### config.mk
export PLATFORM = sky130hd
export DESIGN_NAME = mem_write_sequencer
export DESIGN_NICKNAME = d
export VERILOG_FILES = /design/src/rtl/mem_write_seq_pkg.sv /design/src/rtl/mem_write_seq_fifo.sv /design/src/rtl/mem_write_sequencer.sv
export SDC_FILE = /design/constraint.sdc
export NUM_CORES = 1
export LEC_CHECK = 0
export BUFFER_PORTS_ARGS = -buffer_cell sky130_fd_sc_hd__clkbuf_2
export CAP_MARGIN = 20
export CORE_MARGIN = 8
export CORE_UTILIZATION = 54
export DETAILED_ROUTE_END_ITERATION = 16
export PLACE_DENSITY = 0.72
export SLEW_MARGIN = 10
export SYNTH_ARGS = -nofsm -noshare
export SYNTH_HDL_FRONTEND = slang
export SYNTH_HIERARCHICAL = 1
export SYNTH_SLANG_ARGS = --single-unit
### constraint.sdc
create_clock -name clk -period 3 [get_ports clk]
set_input_delay 0.15 -clock clk [delete_from_list [all_inputs] [get_ports clk]]
set_output_delay 0.15 -clock clk [all_outputs]
set_load 0.01 [all_outputs]
### src/rtl/mem_write_seq_pkg.sv
// +----------------------------------------------------------------------------+
// | mem_write_seq_pkg : shared types and defaults for mem_write_sequencer      |
// | Revision: 1.0                                                              |
// +----------------------------------------------------------------------------+
`default_nettype none

package mem_write_seq_pkg;

    localparam int c_def_fifo_depth = 4;
    localparam int c_def_setup_cyc  = 2;
    localparam int c_def_pulse_cyc  = 2;
    localparam int c_def_hold_cyc   = 1;
    // Phase counter width; phase lengths must stay below 2**c_cnt_w.
    localparam int c_cnt_w          = 8;

    typedef enum logic [2:0] {
        ST_IDLE   = 3'd0,
        ST_SETUP  = 3'd1,
        ST_STROBE = 3'd2,
        ST_HOLD   = 3'd3,
        ST_CLEAR  = 3'd4,
        ST_VERIFY = 3'd5
    } state_t;

    typedef struct packed {
        logic       clr;
        logic [3:0] addr;
        logic       data;
    } cmd_t;

endpackage

`default_nettype wire

### src/rtl/mem_write_seq_fifo.sv
// +----------------------------------------------------------------------------+
// | mem_write_seq_fifo : synchronous command FIFO, first-word-fall-through     |
// | Revision: 1.0                                                              |
// +----------------------------------------------------------------------------+
`default_nettype none

module mem_write_seq_fifo
    import mem_write_seq_pkg::*;
#(
    parameter int DEPTH = c_def_fifo_depth
)(
    input  logic clk,
    input  logic rst,
    input  logic push,
    input  cmd_t wr_cmd,
    input  logic pop,
    output cmd_t head,
    output logic full,
    output logic empty
);

    localparam int c_aw = $clog2(DEPTH);

    cmd_t           r_mem [DEPTH];
    logic [c_aw-1:0] r_wr_ptr;
    logic [c_aw-1:0] r_rd_ptr;
    logic [c_aw:0]   r_count;

    logic w_push;
    logic w_pop;

    assign full   = (r_count == (c_aw+1)'(DEPTH));
    assign empty  = (r_count == '0);
    assign head   = r_mem[r_rd_ptr];
    assign w_push = push && !full;
    assign w_pop  = pop && !empty;

    always_ff @(posedge clk) begin
        if (w_push) begin
            r_mem[r_wr_ptr] <= wr_cmd;
        end
    end

    // Pointers wrap naturally because DEPTH is a power of two.
    always_ff @(posedge clk) begin
        if (rst) begin
            r_wr_ptr <= '0;
            r_rd_ptr <= '0;
            r_count  <= '0;
        end else begin
            if (w_push) r_wr_ptr <= r_wr_ptr + 1'b1;
            if (w_pop)  r_rd_ptr <= r_rd_ptr + 1'b1;
            case ({w_push, w_pop})
                2'b10:   r_count <= r_count + 1'b1;
                2'b01:   r_count <= r_count - 1'b1;
                default: r_count <= r_count;
            endcase
        end
    end

endmodule

`default_nettype wire

### src/rtl/mem_write_sequencer.sv
// +----------------------------------------------------------------------------+
// | mem_write_sequencer : replays buffered write/clear commands as timed       |
// | setup/strobe/hold sequences on a 16x1 latch memory unit.                   |
// | Option macro: MEM_WRITE_SEQ_READBACK_EN (adds mem_q / wr_err, VERIFY)      |
// | Revision: 1.0                                                              |
// +----------------------------------------------------------------------------+
`default_nettype none

module mem_write_sequencer
    import mem_write_seq_pkg::*;
#(
    parameter int FIFO_DEPTH = c_def_fifo_depth,
    parameter int SETUP_CYC  = c_def_setup_cyc,
    parameter int PULSE_CYC  = c_def_pulse_cyc,
    parameter int HOLD_CYC   = c_def_hold_cyc
)(
    input  logic        clk,
    input  logic        rst,
    input  logic        req_valid,
    output logic        req_ready,
    input  logic        req_clr,
    input  logic [3:0]  req_addr,
    input  logic        req_data,
    output logic        mem_data,
    output logic [3:0]  mem_sl,
    output logic        mem_reclk,
    output logic        mem_rst,
`ifdef MEM_WRITE_SEQ_READBACK_EN
    input  logic [15:0] mem_q,
    output logic        wr_err,
`endif
    output logic        busy
);

    state_t              r_state;
    logic [c_cnt_w-1:0]  r_cnt;
    cmd_t                r_cmd;

    cmd_t w_req_cmd;
    cmd_t w_head;
    logic w_full;
    logic w_empty;
    logic w_pop;
    logic w_drive;

    assign w_req_cmd = '{clr: req_clr, addr: req_addr, data: req_data};
    assign w_pop     = (r_state == ST_IDLE) && !w_empty;
    assign req_ready = !w_full;
    assign busy      = (r_state != ST_IDLE) || !w_empty;
    assign w_drive   = (r_state == ST_SETUP) || (r_state == ST_STROBE) || (r_state == ST_HOLD);

    mem_write_seq_fifo #(
        .DEPTH (FIFO_DEPTH)
    ) u_fifo (
        .clk    (clk),
        .rst    (rst),
        .push   (req_valid),
        .wr_cmd (w_req_cmd),
        .pop    (w_pop),
        .head   (w_head),
        .full   (w_full),
        .empty  (w_empty)
    );

    // Pin values are a registered image of the state, so every pin lags the
    // state by one cycle and the phase lengths carry over unchanged.
    always_ff @(posedge clk) begin
        if (rst) begin
            r_state   <= ST_IDLE;
            r_cnt     <= '0;
            r_cmd     <= '0;
            mem_data  <= 1'b0;
            mem_sl    <= 4'd0;
            mem_reclk <= 1'b0;
            mem_rst   <= 1'b0;
`ifdef MEM_WRITE_SEQ_READBACK_EN
            wr_err    <= 1'b0;
`endif
        end else begin
            mem_reclk <= (r_state == ST_STROBE);
            mem_rst   <= (r_state == ST_CLEAR);
            mem_data  <= w_drive && !r_cmd.clr && r_cmd.data;
            if (w_drive) begin
                mem_sl <= r_cmd.addr;
            end
`ifdef MEM_WRITE_SEQ_READBACK_EN
            wr_err    <= 1'b0;
`endif
            case (r_state)
                ST_IDLE: begin
                    if (!w_empty) begin
                        r_cmd   <= w_head;
                        r_cnt   <= '0;
                        r_state <= w_head.clr ? ST_CLEAR : ST_SETUP;
                    end
                end
                ST_SETUP: begin
                    if (r_cnt == c_cnt_w'(SETUP_CYC - 1)) begin
                        r_cnt   <= '0;
                        r_state <= ST_STROBE;
                    end else begin
                        r_cnt <= r_cnt + 1'b1;
                    end
                end
                ST_STROBE: begin
                    if (r_cnt == c_cnt_w'(PULSE_CYC - 1)) begin
                        r_cnt   <= '0;
                        r_state <= ST_HOLD;
                    end else begin
                        r_cnt <= r_cnt + 1'b1;
                    end
                end
                ST_HOLD: begin
                    if (r_cnt == c_cnt_w'(HOLD_CYC - 1)) begin
                        r_cnt   <= '0;
`ifdef MEM_WRITE_SEQ_READBACK_EN
                        r_state <= ST_VERIFY;
`else
                        r_state <= ST_IDLE;
`endif
                    end else begin
                        r_cnt <= r_cnt + 1'b1;
                    end
                end
                ST_CLEAR: begin
                    if (r_cnt == c_cnt_w'(PULSE_CYC - 1)) begin
                        r_cnt   <= '0;
`ifdef MEM_WRITE_SEQ_READBACK_EN
                        r_state <= ST_VERIFY;
`else
                        r_state <= ST_IDLE;
`endif
                    end else begin
                        r_cnt <= r_cnt + 1'b1;
                    end
                end
`ifdef MEM_WRITE_SEQ_READBACK_EN
                ST_VERIFY: begin
                    // Two settle cycles give the latch outputs time to reflect the write.
                    if (r_cnt == c_cnt_w'(1)) begin
                        r_cnt   <= '0;
                        r_state <= ST_IDLE;
                        wr_err  <= r_cmd.clr ? (mem_q != 16'd0)
                                             : (mem_q[r_cmd.addr] != r_cmd.data);
                    end else begin
                        r_cnt <= r_cnt + 1'b1;
                    end
                end
`endif
                default: begin
                    r_cnt   <= '0;
                    r_state <= ST_IDLE;
                end
            endcase
        end
    end

endmodule

`default_nettype wire

# Yosys cells after proc, flatten, opt, wreduce, memory -nomap -nowiden
# Memory sizes are Yosys's and may differ from the RTL's. A register that Yosys moved wholly into a read port is not among the register bits.
# Index checks and enable logic that the tools add are counted.
dict set report word_totals {
  ff_bits 31
  ramBits 24
  output_inout_bits 9
  n_memories 1
}
# name depth word_bits rd rd_ports_with_merged_regs wr line_no
set mem_list {}
lappend mem_list {u_fifo.r_mem 4 6 1 1 1 mem_write_seq_fifo.sv:24} ;# cmd_t r_mem [DEPTH];
dict set report classes {
  add_sub_neg 5
  n_eq_ne 13
  mux 16
  bitwise_logic 1
  reduce_logical 19
}
# operator count
set op_table {}
lappend op_table {{$mux W8} 3}
lappend op_table {{$pmux W8 S3} 1}
lappend op_table {{$mux W3} 6}
lappend op_table {{$pmux W3 S5} 1}
lappend op_table {{$add A8 B1 Y8 const B} 1}
lappend op_table {{$eq A8 B1 Y1 const B} 1}
lappend op_table {{$logic_not A8 Y1} 1}
lappend op_table {{$ne A2 B1 Y1 const B} 4}
lappend op_table {{$eq A3 B2 Y1 const B} 2}
lappend op_table {{$eq A3 B3 Y1 const B} 2}
lappend op_table {{$logic_not A3 Y1} 2}
lappend op_table {{$pmux W3 S2} 1}
lappend op_table {{$logic_and A1 B1 Y1} 5}
lappend op_table {{$reduce_and A5 Y1} 1}
lappend op_table {{$add A2 B1 Y2 const B} 2}
lappend op_table {{$mux W2} 2}
lappend op_table {{$add A3 B1 Y3 const B} 1}
lappend op_table {{$eq A3 B1 Y1 const B} 1}
lappend op_table {{$logic_not A1 Y1} 3}
lappend op_table {{$logic_or A1 B1 Y1} 3}
lappend op_table {{$reduce_bool A3 Y1} 1}
lappend op_table {{$reduce_or A3 Y1} 1}
lappend op_table {{$sub A3 B1 Y3 const B} 1}
lappend op_table {{$eq A2 B1 Y1 const B} 1}
lappend op_table {{other kinds (6)} 7}

# Logic depth before layout (Yosys ltp)
dict set report depth {
  word_depth 6
  mapped_depth 10
  depth_no_buf 10
}

# Cells and area by module
# The synthesis kept the hierarchy.
# mod n_inst cells_each area_per_inst_um2 seq_area_each_um2
set by_module_without_submodules {}
lappend by_module_without_submodules {mem_write_seq_fifo 1 85 1336.3 900.9}
lappend by_module_without_submodules {mem_write_sequencer 1 122 1136.1 480.5}

# Worst setup path after synthesis
# OpenSTA, ideal clock, no wires.
dict set report synth_path {
  kind {register to register}
  start {reg r_state[2]}
  end {reg u_fifo.r_count[2]}
  setup_ns 0.070
  t_arrival_ns 2.431
  t_required_ns 2.930
  path_slack_ns 0.499
  stages_incl_launch_ff 11
  path_buffers 1
  synth_period_minus_slack_ns 2.501
  cell_sequence {dfxtp_1 > buf_4 > nor4_4 > o31ai_1 > inv_1 > ha_1 > inv_1 > fa_1 > xor2_1 > or3_1 > a21oi_1}
}
dict set report synth_via {
  elab_chain_cells 5
  word_cells_on_any_way 7
}
# item line_no
set synth_rtl {}
lappend synth_rtl {{start: declaration} mem_write_sequencer.sv:35} ;# state_t r_state;
lappend synth_rtl {{start signal: assignment} mem_write_sequencer.sv:94} ;# r_state <= w_head.clr ? ST_CLEAR : ST_SETUP;
lappend synth_rtl {{$logic_not A3 Y1 *} mem_write_sequencer.sv:47} ;# assign w_pop = (r_state == ST_IDLE) && !w_empty;
lappend synth_rtl {{$logic_and A1 B1 Y1 *} mem_write_sequencer.sv:47}
lappend synth_rtl {{via w_pop} mem_write_sequencer.sv:43} ;# logic w_pop;
lappend synth_rtl {{$logic_and A1 B1 Y1 *} mem_write_seq_fifo.sv:36} ;# assign w_pop = pop && !empty;
lappend synth_rtl {{via u_fifo.w_pop} mem_write_seq_fifo.sv:30} ;# logic w_pop;
lappend synth_rtl {{$eq A2 B1 Y1 / $eq A2 B2 Y1 (equally long branches)} mem_write_seq_fifo.sv:53} ;# case ({w_push, w_pop})
lappend synth_rtl {{$pmux W3 S2 / $reduce_bool A2 Y1 (equally long branches)} -}
lappend synth_rtl {{end signal: assignment} mem_write_seq_fifo.sv:54} ;# 2'b10: r_count <= r_count + 1'b1;
lappend synth_rtl {{end signal: assignment} mem_write_seq_fifo.sv:55} ;# 2'b01: r_count <= r_count - 1'b1;
lappend synth_rtl {{end signal: assignment} mem_write_seq_fifo.sv:56} ;# default: r_count <= r_count;
lappend synth_rtl {{end: declaration} mem_write_seq_fifo.sv:27} ;# logic [c_aw:0] r_count;
# The timed path passes the listed nets; every way through them passes the cells marked *.
# A chain may end at the register's enable or synchronous reset.

# Final worst setup path
dict set report layout_path {
  start {reg r_state[0]}
  end {reg u_fifo.r_count[2]}
}
# The elaborated chain is that of the path after synthesis.

==> out/metrics.sh <==
GRT_START_MAX_NET_PINS=28
VIA_COUNT_OF_THE_FIRST_GLOBAL_ROUTING_PASS=1629
FILLCELLCOUNT=352
SYNTHESIS.YOSYS.WARNINGS=6
DIE_X_UM=83.7
PLACED_CELLS_INCL_TAPS=270
CAP_VIOL_MAX_COUNT=0
AVGROUTEDWIREPERCELL_UM=15.4
WORST_SETUP_HOLD_PATH_CLK_SLEW_NS=0.07
POST-ROUTE-DRC-COUNT=0
ANTENNA_CELLS_INSERTED=0
INITIAL_CORE_UTIL_PCT=56.4
RSZ0062_AT_GRT='false'
TIMING.FINAL.MAX_SLEW_VIOLATIONS=0
TRITONCTS='yes'
CTS_MAX_PATH_BUFFERS=2
CTS_BUFFERS=9
SYNTH_COMPOUND_AREA_SHARE_PCT=7.49
POSTSYNTH.TOPFLOPCELL='sky130_fd_sc_hd__dfxtp_1'
POST_ROUTE_CELLS_DRIVE_ABOVE_1_SHARE_PCT=20.5
CRITICALPATHCATEGORY='flip-flop to flip-flop'
TIMING.REG2REG.SETUP_SLACK_NS=0.71
GRT_UTIL_ALL_LAYERS_PCT=13.2
CTS-HTREE-LEVELS=3
ACHIEVABLE-FREQUENCY_MHz=436
AVGSYNTHCELLAREA_UM2=11.9
SYNTH_ADDER_AREA_SHARE_PCT=4.86
SYN_TO_FINAL_GROWTH_PCT=14.7
LAYOUT.CELLS.MOST_COMMON='sky130_fd_sc_hd__dfxtp_1'
ROUTED-VIA-COUNT=1606
DESIGN.FINAL.NETS=247
LAYOUT.CELLS.MOST_COMMON_LIST='sky130_fd_sc_hd__dfxtp_1 (33), sky130_fd_sc_hd__edfxtp_1 (24), sky130_fd_sc_hd__nor2_1 (22)'
YS_FF_LATCH=57
CORE_REGION_AREA_UM2=4380
TOTAL_LEAKAGE_POWER_uW=0.00109
PLACE_HPWL_MM=3.04
MAIN_COMBINATIONAL_CELL_FAMILY_BY_AREA_AFTER_SYNTHESIS='simple AND/OR/NAND/NOR gates'
VIAS_PER_CELL=5.62
PLACEMENT.IO_BUFFERS=17
POWER.IR.VDD_WORST_mV=0.554
RUN_STATUS='completed'
CRIT_REQUIRED_NS=3.26
SYNTH_MUX_AREA_SHARE_PCT=9.92
CRITICAL_PATH.MAX_FANOUT=12
WORSTSETUPENDPOINTTYPE='flip-flop'
SETUP_VIOLATIONS=0
SYNTH-SEQ-AREA-SHARE_PCT=55.9
SLEW_AT_THE_PIN_CLOSEST_TO_ITS_MAX_SLEW_LIMIT_NS=0.532
NUMBER_OF_DIFFERENT_LIBRARY_CELLS_IN_THE_POST_SYNTHESIS_NETLIST=46
POST_CTS_BUFFERS=0
WORST_HOLD_SLACK_ACROSS_ALL_ENDPOINTS_NS=0.0312
SYNTH_TOP_AREA_CELLS='sky130_fd_sc_hd__edfxtp_1 (29%), sky130_fd_sc_hd__dfxtp_1 (27%), sky130_fd_sc_hd__mux4_2 (5.5%)'
POST_SYN_NETS=225
FINALCRITPERIODSHARE_PCT=76.5
PWR_DENSITY_CELL_nW_PER_UM2=958
GRT_OVERFLOW_TOTAL=0
DIE_AREA_UM2=7000
SYNTH_CELLS=207
HOLD_PATH.CLASS='input port to flip-flop'
MULTI_INPUT_AREA_UM2=988
TIMING.MAX_SLEW.REL_SLACK_PCT=64.5
WL_MM=4.41
TIMING.CRITICAL_PATH.FROM_TYPE='flip-flop'
GP_CONGESTION=0.792
GRT_FIRST_PASS_WIRELENGTH_MM=7.46
CLOCK_SKEW_NS=0.00691
SYNTH.LARGEST_AREA_CELL='sky130_fd_sc_hd__edfxtp_1'
SINK_COUNT_OF_THE_CLOCK_TREE=57
FIN_CRIT_NS=2.29
DESIGN.PORTCOUNT=18
LAYOUT.AREA.SEQ_UM2=1380
FIN_CELLS=286
FIN_TNS_SETUP_NS=0
PLACEMENTROWS=24
SYNTH.TOP_CELL.AREA_SHARE_PCT=29.1
SYNTH_AREA_UM2=2470
SYNTH_XOR_AREA_SHARE_PCT=1.77
SYNTHARSTFLOPSHARE_PCT=0
CTS_RESIZED=0
DRT_FIRST_ITER_VIOLATIONS=67
DRT_PRE_ANTENNA_ITERS=4
ANTENNA_VIOLATING_NETS_POST_ROUTE=0
COUNT_OF_FLIP_FLOPS_WITH_A_BUILT_IN_ENABLE_AFTER_SYNTHESIS=24
CTS.HOLD.BUFFERS_ADDED=0
YOSYS.AREA_SHARE.SIMPLE_PCT=15.9
TIMING_HOLD_VIOLATIONS_FINAL=0
CTS_ROOT_BUFFER='sky130_fd_sc_hd__clkbuf_8'
GRT_ANTENNA_BEFORE_REPAIR=0
DIE_SPAN_Y_UM=83.7
CLOCK_LATENCY_NS=0.33
WORST_EP_ARRIVAL_TIME_NS=2.55
per-stage QoR:
stage          setup slack, ns  util, %  cell area, um^2  total power, uW
2_1_floorplan            0.499        -             2470             1650
3_3_place_gp             0.813     58.9             2580             1810
3_5_place_dp             0.728     58.9             2580             1830
4_1_cts                  0.710     64.7             2840             2730
5_1_grt                  0.595     64.7             2840             2870
6_report                 0.705     64.7             2840             2720
critical path: stages, from the launching register on:
cell	delay [ns]
sky130_fd_sc_hd__dfxtp_1	0.45
sky130_fd_sc_hd__nor4_4	0.34
sky130_fd_sc_hd__o31ai_1	0.15
sky130_fd_sc_hd__inv_1	0.08
sky130_fd_sc_hd__ha_1	0.18
sky130_fd_sc_hd__inv_1	0.06
sky130_fd_sc_hd__fa_1	0.37
sky130_fd_sc_hd__xor2_1	0.16
sky130_fd_sc_hd__or3_1	0.31
sky130_fd_sc_hd__a21oi_1	0.13
cell usage after synthesis (5+ instances only):
library cell	n
sky130_fd_sc_hd__mux2i_1	11
sky130_fd_sc_hd__edfxtp_1	24
sky130_fd_sc_hd__nand2_1	8
sky130_fd_sc_hd__and2_1	5
sky130_fd_sc_hd__mux4_2	6
sky130_fd_sc_hd__o21ai_0	7
sky130_fd_sc_hd__dfxtp_1	33
sky130_fd_sc_hd__nor2_1	22
sky130_fd_sc_hd__inv_1	15
sky130_fd_sc_hd__ha_1	8
sky130_fd_sc_hd__nand3_1	7
sky130_fd_sc_hd__a21oi_1	8
power by group:
part / total, uW / switching [uW] / internal [uW]
sequential: 1050 / 122 / 932
combinational: 768 / 431 / 338
clock: 894 / 332 / 561
routing by layer:
layer / wire length (um) / GRT usage (%) / vias up / share of wire [%]
met5: 0 / 0 / - / 0
met4: 81 / 7.85 / 0 / 1.8
met3: 170 / 3.91 / 8 / 3.9
met2: 2070 / 20.2 / 31 / 47
met1: 2090 / 15.9 / 776 / 47
li1: - / - / 791 / -
area by class of cell:
class | count | area share (%)
repair buffers | 18 | 3.27
clock buffers | 9 | 4.37
multi-input cells | 128 | 34.9
clock inverters | 7 | 4.50
well taps | 52 | 2.29
flip-flops and latches | 57 | 48.7
inverters | 15 | 1.99
worst paths after layout:
check / cells past startpoint / to / startpoint
setup / recovery: 9 / u_fifo/r_count[2] / r_state[0]
hold reg to reg: 1 / mem_data / r_cmd[5]
hold / removal: 1 / u_fifo/r_mem[2][1] / req_addr[0]
setup reg to reg: 9 / u_fifo/r_count[2] / r_state[0]
cells by family after synthesis:
| logic type | Yosys count |
|---|---|
| flip-flops | 57 |
| buffers and inverters | 22 |
| adder cells (fa/ha/maj) | 9 |
| XOR/XNOR | 5 |
| AND/OR/NAND/NOR | 68 |
| multiplexers | 17 |
| AO/OA/AOI/OAI | 29 |
flip-flops by register name, indices dropped and copies added, names as in the netlist, named ones only:
signal and count:
r_state 3, mem_sl 4, r_cnt 8, u_fifo/r_wr_ptr 2, u_fifo/r_count 3, mem_rst 1
r_cmd 6, u_fifo/r_rd_ptr 2, mem_reclk 1, u_fifo/r_mem 24, mem_data 1
No activity file was read; power rests on OpenSTA's default activity.
